--- config.mk ---
export PLATFORM = sky130hd
export DESIGN_NAME = stream_mux_rr
export DESIGN_NICKNAME = d
export VERILOG_FILES = /design/src/rtl/stream_mux_pkg.sv /design/src/rtl/stream_mux_rr_arbiter.sv /design/src/rtl/stream_mux_rr.sv
export SDC_FILE = /design/constraint.sdc
export NUM_CORES = 1
export LEC_CHECK = 0
export ABC_AREA = 1
export CAP_MARGIN = 20
export CORE_MARGIN = 2
export CORE_UTILIZATION = 25
export DETAILED_ROUTE_END_ITERATION = 6
export SKIP_CTS_REPAIR_TIMING = 1
export SYNTH_ARGS = -nofsm -noshare
export SYNTH_HDL_FRONTEND = slang
export SYNTH_SLANG_ARGS = --single-unit
--- constraint.sdc ---
create_clock -name clk -period 5.6 [get_ports clk]
set_input_delay 0.84 -clock clk [delete_from_list [all_inputs] [get_ports clk]]
set_output_delay 0.84 -clock clk [all_outputs]
set_load 0.05 [all_outputs]
--- src/rtl/stream_mux_pkg.sv ---
// Shared sizing helpers for the stream mux: select width and reset pointer.
package stream_mux_pkg;

  function automatic int sel_w(input int n);
    return (n <= 2) ? 1 : $clog2(n);
  endfunction

  // Pointer parks on the last channel so the first search starts at channel 0.
  function automatic int rst_ptr(input int n);
    return n - 1;
  endfunction

endpackage

--- src/rtl/stream_mux_rr_arbiter.sv ---
// Combinational rotating-priority arbiter, zero latency; searches from ptr+1 (advance=1) or from ptr.
// No backpressure of its own: the caller qualifies grant with its load enable.
module rr_arbiter
  import stream_mux_pkg::*;
#(
  parameter int N = 3,
  localparam int SW = sel_w(N)
) (
  input  logic [N-1:0]  req_i,
  input  logic [SW-1:0] ptr_i,
  input  logic          advance_i,
  output logic [N-1:0]  grant_o,
  output logic [SW-1:0] idx_o
);

  int            c;
  logic [SW-1:0] cidx;
  logic          found;

  always_comb begin
    grant_o = '0;
    idx_o   = '0;
    found   = 1'b0;
    c       = 0;
    cidx    = '0;
    for (int k = 0; k < N; k++) begin
      c    = (int'(ptr_i) + int'(advance_i) + k) % N;
      cidx = SW'(c);
      if (!found && req_i[cidx]) begin
        grant_o[cidx] = 1'b1;
        idx_o         = cidx;
        found         = 1'b1;
      end
    end
  end

endmodule

--- src/rtl/stream_mux_rr.sv ---
// N_IN-to-1 stream mux, round-robin or forced select; macro STREAM_MUX_PKT_LOCK_EN adds packet locking.
// Output registered (1 cycle, 1 beat/cycle); every in_ready drops while an output beat is held.
module stream_mux_rr
  import stream_mux_pkg::*;
#(
  parameter int WIDTH = 8,
  parameter int N_IN  = 3,
  localparam int SEL_W = sel_w(N_IN)
) (
  input  logic             clk,
  input  logic             rst_n,
  input  logic [WIDTH-1:0] in_data [N_IN-1:0],
  input  logic [N_IN-1:0]  in_valid,
  input  logic [N_IN-1:0]  in_last,
  output logic [N_IN-1:0]  in_ready,
  input  logic             force_en,
  input  logic [SEL_W-1:0] force_sel,
  output logic [WIDTH-1:0] out_data,
  output logic             out_valid,
  output logic             out_last,
  output logic [SEL_W-1:0] out_sel,
  input  logic             out_ready
);

  localparam logic [SEL_W-1:0] PTR_RST = SEL_W'(rst_ptr(N_IN));

  logic [SEL_W-1:0] ptr_q, ptr_d;
  logic [SEL_W-1:0] out_sel_q, out_sel_d;
  logic [WIDTH-1:0] out_data_q, out_data_d;
  logic             out_valid_q, out_valid_d;
  logic             out_last_q, out_last_d;

  logic [N_IN-1:0]  tgt_mask, arb_req, grant;
  logic [SEL_W-1:0] tgt, arb_ptr, arb_idx;
  logic             pinned, upd_ptr, ld, xfer;

`ifdef STREAM_MUX_PKT_LOCK_EN
  logic             lock_q, lock_d;
  logic [SEL_W-1:0] lock_ch_q, lock_ch_d;

  // An open packet overrides both modes until its last beat transfers.
  assign pinned  = force_en || lock_q;
  assign tgt     = lock_q ? lock_ch_q : force_sel;
  assign upd_ptr = !force_en || lock_q;
`else
  assign pinned  = force_en;
  assign tgt     = force_sel;
  assign upd_ptr = !force_en;
`endif

  // An out-of-range target matches no channel, so nothing is granted.
  always_comb begin
    tgt_mask = '0;
    for (int i = 0; i < N_IN; i++) tgt_mask[i] = (tgt == SEL_W'(i));
  end

  assign arb_req = pinned ? (in_valid & tgt_mask) : in_valid;
  assign arb_ptr = pinned ? tgt : ptr_q;

  rr_arbiter #(.N(N_IN)) u_arb (
    .req_i    (arb_req),
    .ptr_i    (arb_ptr),
    .advance_i(!pinned),
    .grant_o  (grant),
    .idx_o    (arb_idx)
  );

  assign ld       = !out_valid_q || out_ready;
  assign in_ready = rst_n ? (grant & {N_IN{ld}}) : '0;
  assign xfer     = |in_ready;

  always_comb begin
    ptr_d       = ptr_q;
    out_data_d  = out_data_q;
    out_last_d  = out_last_q;
    out_sel_d   = out_sel_q;
    out_valid_d = out_valid_q;
`ifdef STREAM_MUX_PKT_LOCK_EN
    lock_d      = lock_q;
    lock_ch_d   = lock_ch_q;
`endif
    if (xfer) begin
      out_valid_d = 1'b1;
      out_data_d  = in_data[arb_idx];
      out_last_d  = in_last[arb_idx];
      out_sel_d   = arb_idx;
      if (upd_ptr) ptr_d = arb_idx;
`ifdef STREAM_MUX_PKT_LOCK_EN
      lock_d    = !in_last[arb_idx];
      lock_ch_d = arb_idx;
`endif
    end else if (out_ready) begin
      out_valid_d = 1'b0;
    end
  end

  always_ff @(posedge clk or negedge rst_n) begin
    if (!rst_n) begin
      ptr_q       <= PTR_RST;
      out_data_q  <= '0;
      out_last_q  <= 1'b0;
      out_sel_q   <= '0;
      out_valid_q <= 1'b0;
`ifdef STREAM_MUX_PKT_LOCK_EN
      lock_q      <= 1'b0;
      lock_ch_q   <= '0;
`endif
    end else begin
      ptr_q       <= ptr_d;
      out_data_q  <= out_data_d;
      out_last_q  <= out_last_d;
      out_sel_q   <= out_sel_d;
      out_valid_q <= out_valid_d;
`ifdef STREAM_MUX_PKT_LOCK_EN
      lock_q      <= lock_d;
      lock_ch_q   <= lock_ch_d;
`endif
    end
  end

  assign out_data  = out_data_q;
  assign out_last  = out_last_q;
  assign out_sel   = out_sel_q;
  assign out_valid = out_valid_q;

endmodule

# Yosys cells after proc, flatten, opt, wreduce, memory -nomap -nowiden
# Cells that the tools add are included.
# totals
regBits	14
latchBits	0
ram_bits	0
mem_bits_ro	0
input_bits	36
output_inout_bits	15
n_memories	0
# classes
add_sub_neg	3
n_mul	0
n_div	3
n_lt_le_gt_ge	7
n_eq_ne	2
n_shift	0
mux	29
bitwise	5
n_reduce_logical	14
# op_table
operator	n
$mod A32 B3 Y32 const B	3
$add A32 B2 Y32 const B	1
$add A32 B3 Y32 const B	1
$bmux W8 S2	1
$mux W3	5
$lt A2 B3 Y1 const B	4
$mux W1	11
$bmux W1 S2	4
$mux W2	4
$mux W8	1
$and A3 B3 Y3	2
$demux W1 S2	3
$ge A2 B1 Y1 const B	3
$or A3 B3 Y3	2
$logic_and A1 B1 Y1	5
$logic_not A1 Y1	4
$add A2 B1 Y3	1
$reduce_or A3 Y1	1
$eq A2 B1 Y1 const B	1
$eq A2 B2 Y1 const B	1
$logic_not A2 Y1	1
$reduce_and A2 Y1	1
$reduce_bool A2 Y1	1
$logic_or A1 B1 Y1	1
$not A1 Y1	1

# Longest topological paths before layout
# depth
depth_word	16
ltp_mapped	31
depth_no_buf	31

# Cells and area by module
# Synthesis repeated with hierarchy kept, for this count alone.
# unflattened
hier_cells	261
area_unflattened_um2	1659.1
# modules_own_cells
module	n_inst	cells_per_inst	area_per_inst_um2
stream_mux_rr	1	145	938.4
rr_arbiter	1	116	720.7

# Worst setup path before layout
# Ideal clock, no wire load.
# synth_path
kind	input to output
start	input force_en
end	output in_ready[1]
t_arrival_ns	4.290
required_ns	4.760
setup_slack_ns	0.470
path_stages	25
n_path_buf	1
cell_sequence	inv_2 > nor2_1 > inv_1 > o21ai_0 > inv_1 > fa_1 > buf_2 > nor2_1 > nand2_4 > ha_1 > a21oi_1 > nand2_1 > nand2_1 > nand2_1 > ha_1 > a21o_1 > inv_1 > nand2_4 > o21ai_4 > nor2_2 > a21oi_2 > nand3_2 > nand3_2 > nand2_2 > inv_1
# synth_between
elab_chain_len	14
# synth_rtl
item	line	text
start, declared	stream_mux_rr.sv:16	input logic force_en,
$mux W2 / $logic_not A1 Y1 (equally long branches)	stream_mux_rr.sv:58, stream_mux_rr.sv:63	
$add A2 B1 Y3	stream_mux_rr_arbiter.sv:27	c = (int'(ptr_i) + int'(advance_i) + k) % N;
$add A32 B2 Y32 / $mod A32 B3 Y32 (equally long branches)	stream_mux_rr_arbiter.sv:27	
$mod A32 B3 Y32 (tied with other cells)	stream_mux_rr_arbiter.sv:27	
$lt A2 B3 Y1 (implied by the code) (tied with other cells)	stream_mux_rr_arbiter.sv:30	grant_o[cidx] = 1'b1;
$logic_and A1 B1 Y1 (implied by the code) (tied with other cells)	stream_mux_rr_arbiter.sv:30	
$mux W1 (implied by the code) (tied with other cells)	stream_mux_rr_arbiter.sv:30	
$demux W1 S2 (tied with other cells)	--	
$or A3 B3 Y3 (no line) / $mux W1 (equally long branches)	--	
$mux W3 / $logic_not A1 Y1 (equally long branches)	stream_mux_rr_arbiter.sv:29	if (!found && req_i[cidx]) begin
$or A3 B3 Y3 (no line) / $logic_and A1 B1 Y1 (equally long branches)	--	
$mux W3 *	stream_mux_rr_arbiter.sv:29	
$and A3 B3 Y3 *	stream_mux_rr.sv:69	assign in_ready = rst_n ? (grant & {N_IN{ld}}) : '0;
$mux W3 *	stream_mux_rr.sv:69	
end, declared	stream_mux_rr.sv:15	output logic [N_IN-1:0] in_ready,
# Mark *: on every way between the ends. The rest lies on a longest branch, timed or not. The select of a mux whose other input is x is not followed.

# Worst setup path in the final report
# layout_path
start	input force_sel[1]
end	output in_ready[1]
# layout_between
elab_chain_len	14
# layout_rtl
item	line	text
start, declared	stream_mux_rr.sv:17	input logic [SEL_W-1:0] force_sel,
$mux W2 (tied with other cells)	stream_mux_rr.sv:58	assign arb_ptr = pinned ? tgt : ptr_q;
$add A2 B1 Y3 / $and A3 B3 Y3 (equally long branches)	stream_mux_rr_arbiter.sv:27, stream_mux_rr.sv:57	
$add A32 B2 Y32 (tied with other cells)	stream_mux_rr_arbiter.sv:27	
$mod A32 B3 Y32 (tied with other cells)	stream_mux_rr_arbiter.sv:27	
$lt A2 B3 Y1 (implied by the code) (tied with other cells)	stream_mux_rr_arbiter.sv:30	
$logic_and A1 B1 Y1 (implied by the code) (tied with other cells)	stream_mux_rr_arbiter.sv:30	
$mux W1 (implied by the code) (tied with other cells)	stream_mux_rr_arbiter.sv:30	
$demux W1 S2 (tied with other cells)	--	
$or A3 B3 Y3 (no line) / $mux W1 (equally long branches)	--	
$mux W3 / $logic_not A1 Y1 (equally long branches)	stream_mux_rr_arbiter.sv:29	
$or A3 B3 Y3 (no line) / $logic_and A1 B1 Y1 (equally long branches)	--	
$mux W3 *	stream_mux_rr_arbiter.sv:29	
$and A3 B3 Y3 *	stream_mux_rr.sv:69	
$mux W3 *	stream_mux_rr.sv:69	
# Marked as above.

==> impl_results.md <==
* Post-DRT Antenna Nets at 0
* Sink Count at 14
* Status: finished clean
* Max transition margin at 56.97%
* Leakage at 1.327 nW
* Max Cap Viol at 0
* H-tree depth at 1
* Setup-failing EPs final at 0
* Worst Skew at 0.002215 ns
* Critical R2R Capture: out_data[3]$_DFFE_PN0P_
* Post-DP Area at 2275 µm²
* Worst Hold Path Cells at 2
* Count of input and output buffers at 50
* DP Cell Count at 401
* Area occupied by multi-input gates at 1040 µm²
* Fill count at 652
* Fmax at 0.1888 GHz
* Commonest non-fill, non-tap cell in the layout: nand2_1
* Worst hold path type: flip-flop to flip-flop
* Share of cells above drive strength 1 at 15.02%
* Pwr Density at 638.1 nW/µm²
* DRC viols at 0
* Worst reg-to-reg setup slack at 1.57 ns
* YS warnings at 0
* Clock share of power at 6.3%
* Crit. End Element: output pin
* Register area at 351.6 µm²
* Comb pwr share at 81.7%
* Synth Instances at 268
* Synth Area in XOR/XNOR at 1.013%
* Tmin final at 5.298 ns
* Hold slack at 0.4722 ns
* Number of global-route vias before repair at 1627
* Deepest clock path buffer count at 2
* Total power at 1.528 mW
* Simple-gate share of the synthesized area at 48.09%
* TNS Setup at 0 ns
* Clock Latency Late Sink at 0.24 ns
* Critical path class: input port to output pin
* Grt ovf at 0
* Number of DRC markers in iteration 0 at 48
* Routed via count at 1757
* Initial antenna violation count at 0
* Die area at 7078 µm²
* Crit Path Max Fanout at 5
* Largest family of logic cells by synthesized area: simple AND/OR/NAND/NOR gates
* Largest net degree at the start of global routing at 16
* Adder-cell area share of the yosys netlist at 9.041%
* Pre-CTS setup slack at -0.04682 ns
* Post-Syn Nets at 315
* Period utilisation layout at 94.60%
* Syn Area/Cell at 5.990 µm²
* Routed WL per cell at 9.846 µm
* Post-synthesis sequential area ratio at 21.90%
* Starting Density at 25.57%
* Hold EP: ptr_q[1]$_DFFE_PN1P_
* Switching Fraction at 55.49%
* Number of CTS-inserted buffers at 3
* Setup WS post-layout at 0.3024 ns
* Post-Layout Cell Count at 410
* Net Switching at 0.8480 mW
* Worst setup SP type: input port
* Area Overhead vs Synth at 49.18%
* Placer congestion estimate at 0.7820
* Pins Over Slew Limit at 0
* Final core occ at 38.15%
* Post-synth cell types at 27
* Worst-Margin Slew at 0.6434 ns
* Initial DRT Pass Iterations at 4
* Synth Cell Area at 1605 µm²
* Final count of hold timing violations at 0
* Post-Route WL at 4037 µm
* Post-layout nets at 381
* Seq pwr share at 12.0%
* Site row count at 29
* Root buf cell: clkbuf_8
* Vias/cell at 4.285
* Reg2Reg Depth at 25
* Mux contribution to synthesized area at 0%
* First-pass GRT wire length at 6969 µm
* CTS tree: yes
* Core area at 6277 µm²
* Max VDD drop at 432.0 µV
* Total Routing Usage GR at 11.64%
* Complex-gate fraction of the synthesized area at 5.066%
* Cell Int Power at 0.6802 mW
* Placed wire-length estimate at 3418 µm
* # diodes at 0
* Crit path DAT at 4.46 ns
* Final Instance Area at 2395 µm²
* DIE HEIGHT at 84.13 µm
* Worst path required time at 4.76 ns
* Yosys reg bits at 14
* Die Span X at 84.13 µm
* Ports at 51
* FF-to-FF Start: ptr_q[1]$_DFFE_PN1P_
* Min-Delay Startpoint: ptr_q[1]$_DFFE_PN1P_
* Most frequent cells in the layout: 95 x nand2_1, 51 x nand3_1, 47 x inv_1, 46 x clkdlybuf4s50_1, 16 x buf_4
* Clock transition time at the flip-flop clock pins of the worst setup and hold paths at 0.05 ns
sequential cells by signal (all words and copies together) (netlist names):
signal,flops
out_valid,1
out_data,8
ptr_q,2
out_last,1
out_sel,2
routing by layer:
layer	vias up	part of all wire, %	wire length [µm]	global-route usage, %
li1	958	-	-	-
met1	770	46	1842	14.35
met2	23	50	2026	20.78
met3	6	2.1	86	0.4916
met4	0	2.0	81	5.572
met5	-	0	0	0
worst max-delay path, cell delays in order:
cell,delay [ns]
clkdlybuf4s50_1,0.41
nor2_1,0.12
inv_1,0.07
o21ai_2,0.07
inv_1,0.09
fa_2,0.61
ha_1,0.20
ha_1,0.19
a21oi_2,0.05
buf_4,0.13
nand3_1,0.07
nand2_1,0.07
ha_1,0.17
a21o_1,0.16
inv_2,0.08
nand2_4,0.07
o21ai_4,0.23
nor2_4,0.06
a21oi_2,0.14
buf_4,0.14
nand3_2,0.07
nand3_2,0.09
nand2_2,0.07
inv_1,0.10
buf_12,0.14
Yosys cell counts (all sizes together):
cell type    n  area, µm²
ha          10      125.1
xor2         1      16.27
nor3         1      5.000
dfrtp       13      325.3
nor3b        1      7.510
inv         51      191.4
clkinv       2      7.510
a21o         1      7.510
buf          5      40.04
o21ai        6      48.80
dfstp        1      26.28
fa           1      20.02
nor2        14      57.55
nand2      101      401.6
a31oi        1      6.260
a21oi        3      18.77
nand3       56      300.3
power groups by stage:
| stage | combinational, mW | clock (mW) | sequential (mW) |
|---|---|---|---|
| after detailed placement | 1.20 | 0 | 0.184 |
| after global routing | 1.41 | 0.104 | 0.189 |
| final | 1.25 | 0.0965 | 0.183 |
| after CTS | 1.20 | 0.100 | 0.184 |
| after floorplan | 0.762 | 0 | 0.322 |
| after global placement | 1.19 | 0 | 0.183 |
worst max-delay path by stage:
stage,from,end,slack [ns],cells past startpoint
after floorplan,force_en,in_ready[1],0.47,25
after global placement,force_en,in_ready[2],0.09,25
after detailed placement,force_en,in_ready[2],-0.05,26
after CTS,force_en,in_ready[2],-0.06,26
after global routing,force_sel[1],in_ready[1],-0.04,28
final,force_sel[1],in_ready[1],0.30,25
cell type report:
cell class / instances / share of cell area [%]
multi-input combinational: 196 / 43.42
timing repair buffer: 66 / 27.27
sequential: 14 / 14.68
inverter: 53 / 8.307
tap: 77 / 4.023
clock buffer: 4 / 2.299
logic make-up after synthesis:
family / Yosys count
AOI/OAI and AO/OA: 11
xor gates and xnor gates: 1
adders and majority gates: 11
buffers and inverters: 58
DFF: 14
and+or+nand+nor: 173
(Power assumes the default switching activity.)
==> RTL edit (config.mk and constraints unchanged) <==
Take the reset off `out_data_q` and load it in a clocked block of its own.
--- a/src/rtl/stream_mux_rr.sv
+++ b/src/rtl/stream_mux_rr.sv
@@ -98,5 +98,4 @@
     if (!rst_n) begin
       ptr_q       <= PTR_RST;
-      out_data_q  <= '0;
       out_last_q  <= 1'b0;
       out_sel_q   <= '0;
@@ -108,5 +107,4 @@
     end else begin
       ptr_q       <= ptr_d;
-      out_data_q  <= out_data_d;
       out_last_q  <= out_last_d;
       out_sel_q   <= out_sel_d;
@@ -119,4 +117,8 @@
   end
 
+  always_ff @(posedge clk) begin
+    out_data_q <= out_data_d;
+  end
+
   assign out_data  = out_data_q;
   assign out_last  = out_last_q;
Formal check against the unedited RTL: differs if rst_n is asserted again (counterexample within 4 cycles, from zero or initial values and one cycle with rst_n low); with rst_n held inactive, the same outputs for 10 cycles.
==> RTL edit against the unedited design <==
Sequential cell count unchanged. Design area fell by 9.5%. First-iteration DRC count increased by 31%. Area after synthesis down 8.0%. Global-route usage down 0.62 points. Register-to-register slack got worse by 0.15 ns. Clock skew is essentially flat. Sequential power grew 22%. Final cell count decreased by 17%. Non-clock buffer count fell by 11. Routed wire length down 11%. Power shrank 7.3%. Worst setup slack better by 0.071 ns. Highest routed layer is now met3.
==> RTL edit: results (changes against the unedited design) <==
| Metric | Value |
|---|---|
| Status | finished clean |
| Peak supply drop | 0.000324 V (-25%) |
| Commonest cells in the netlist | 47 x nand2_1, 30 x inv_1, 29 x nand3_1 |
| Uppermost routed layer | met3 |
| Global-route wire length before repair | 5850 um (-16%) |
| Min-delay src | out_sel[0]$_DFFE_PN0P_ |
| Critical path's largest stage delay | 0.49 ns (-0.12 ns) |
| FF-to-FF path depth | 24 (-4.0%) |
| Met3 WL | 137 um (+59%) |
| Final Routed Wirelength | 3600 um (-11%) |
| Gp weighted congestion | 0.754 (-3.5%) |
| DP HPWL | 3000 um (-12%) |
| Least-Margin Pin Slew | 0.517 ns (-0.127 ns) |
| Routing usage on met1 | 15.4% (+1.1 points) |
| Post-synth EDFFs | 8 (+8) |
| Mapped Nets | 258 (-18%) |
| Routed vias | 1481 (-16%) |
| Total track usage | 11.0% (-0.62 points) |
| Largest delay share family, worst path | simple AND/OR/NAND/NOR gates |
| Layout cell share with drive strength beyond 1 | 17.6% (+2.6 points) |
| Synth top area share | 16.3% (-6.2 points) |
| Main area contributors after synthesis | edfxtp_1 16%, nand2_1 12%, nand3_1 9.8% |
| GR met3 Demand/Resource | 1.89% (+1.4 points) |
| GR Util met2 | 18.2% (-2.6 points) |
| WP data arrival | 4.39 ns (-0.07 ns) |
| Vias in the first global route | 1360 (-16%) |
| Post-synthesis cell type count | 34 (+26%) |
| Initial detailed-routing violation count | 63 (+31%) |
| Post-DP Area | 2100 um2 (-7.6%) |
| Async S/R FF share, synth | 42.9% (-57 points) |
| Clk_skew | 0.00217 ns (-0.0000485 ns) |
RTL edit: changes by cell type after synthesis, moves of 2 or more:
cell	delta
nand2_1	-49
o21ai_1	+8
edfxtp_1	+8
inv_1	-18
buf_2	-2
nand2_2	+9
nand4_1	+2
nand3_1	-23
dfrtp_1	-8
nor2_1	+9
o21ai_0	+3
RTL edit: cells by family (layout without fill, tap and decap cells):
family                   count (synthesis)  after routing  synth area share, %
AO/OA/AOI/OAI                           21             21                 8.73
flip-flops                              14             14                 26.5
adder cells (fa/ha/maj)                 11             11                 9.83
buffers and inverters                   38             94                 11.2
AND/OR/NAND/NOR                        125            125                 42.0
XOR/XNOR                                 2              2                 1.70
RTL edit: power by group:
group | switching [uW] | internal, uW
clock | 34.6 | 62.2
combinational | 718 | 377
sequential | 19.3 | 205
RTL edit: how the worst max path moves through the flow:
stage	to	slack, ns	depth (start not counted)
2_1_floorplan	in_ready[2]	0.71	23
4_1_cts	in_ready[2]	-0.02	26
6_report	in_ready[2]	0.37	24
5_1_grt	in_ready[2]	0.02	25
3_3_place_gp	in_ready[2]	0.11	24
3_5_place_dp	in_ready[2]	-0.01	26
RTL edit: stage by stage:
stage | setup TNS (ns) | hold WS (ns) | power, uW | utilization [%] | std cells
finish | 0 | 0.474 | 1420 | 38.6 | 339
global placement | 0 | 0.459 | 1310 | 37.5 | 335
floorplan | 0 | 0.442 | 1050 | - | 211
detailed placement | -0.0107 | 0.462 | 1320 | 37.5 | 335
CTS | -0.0418 | 0.474 | 1420 | 38.4 | 339
global route | 0 | 0.511 | 1550 | 38.6 | 339
RTL edit: cell type report:
cell class	count	area share, %
sequential	14	18.1
inverter	35	6.06
multi-input combinational	159	42.8
clock buffer	4	2.54
tap	72	4.16
timing repair buffer	55	26.3
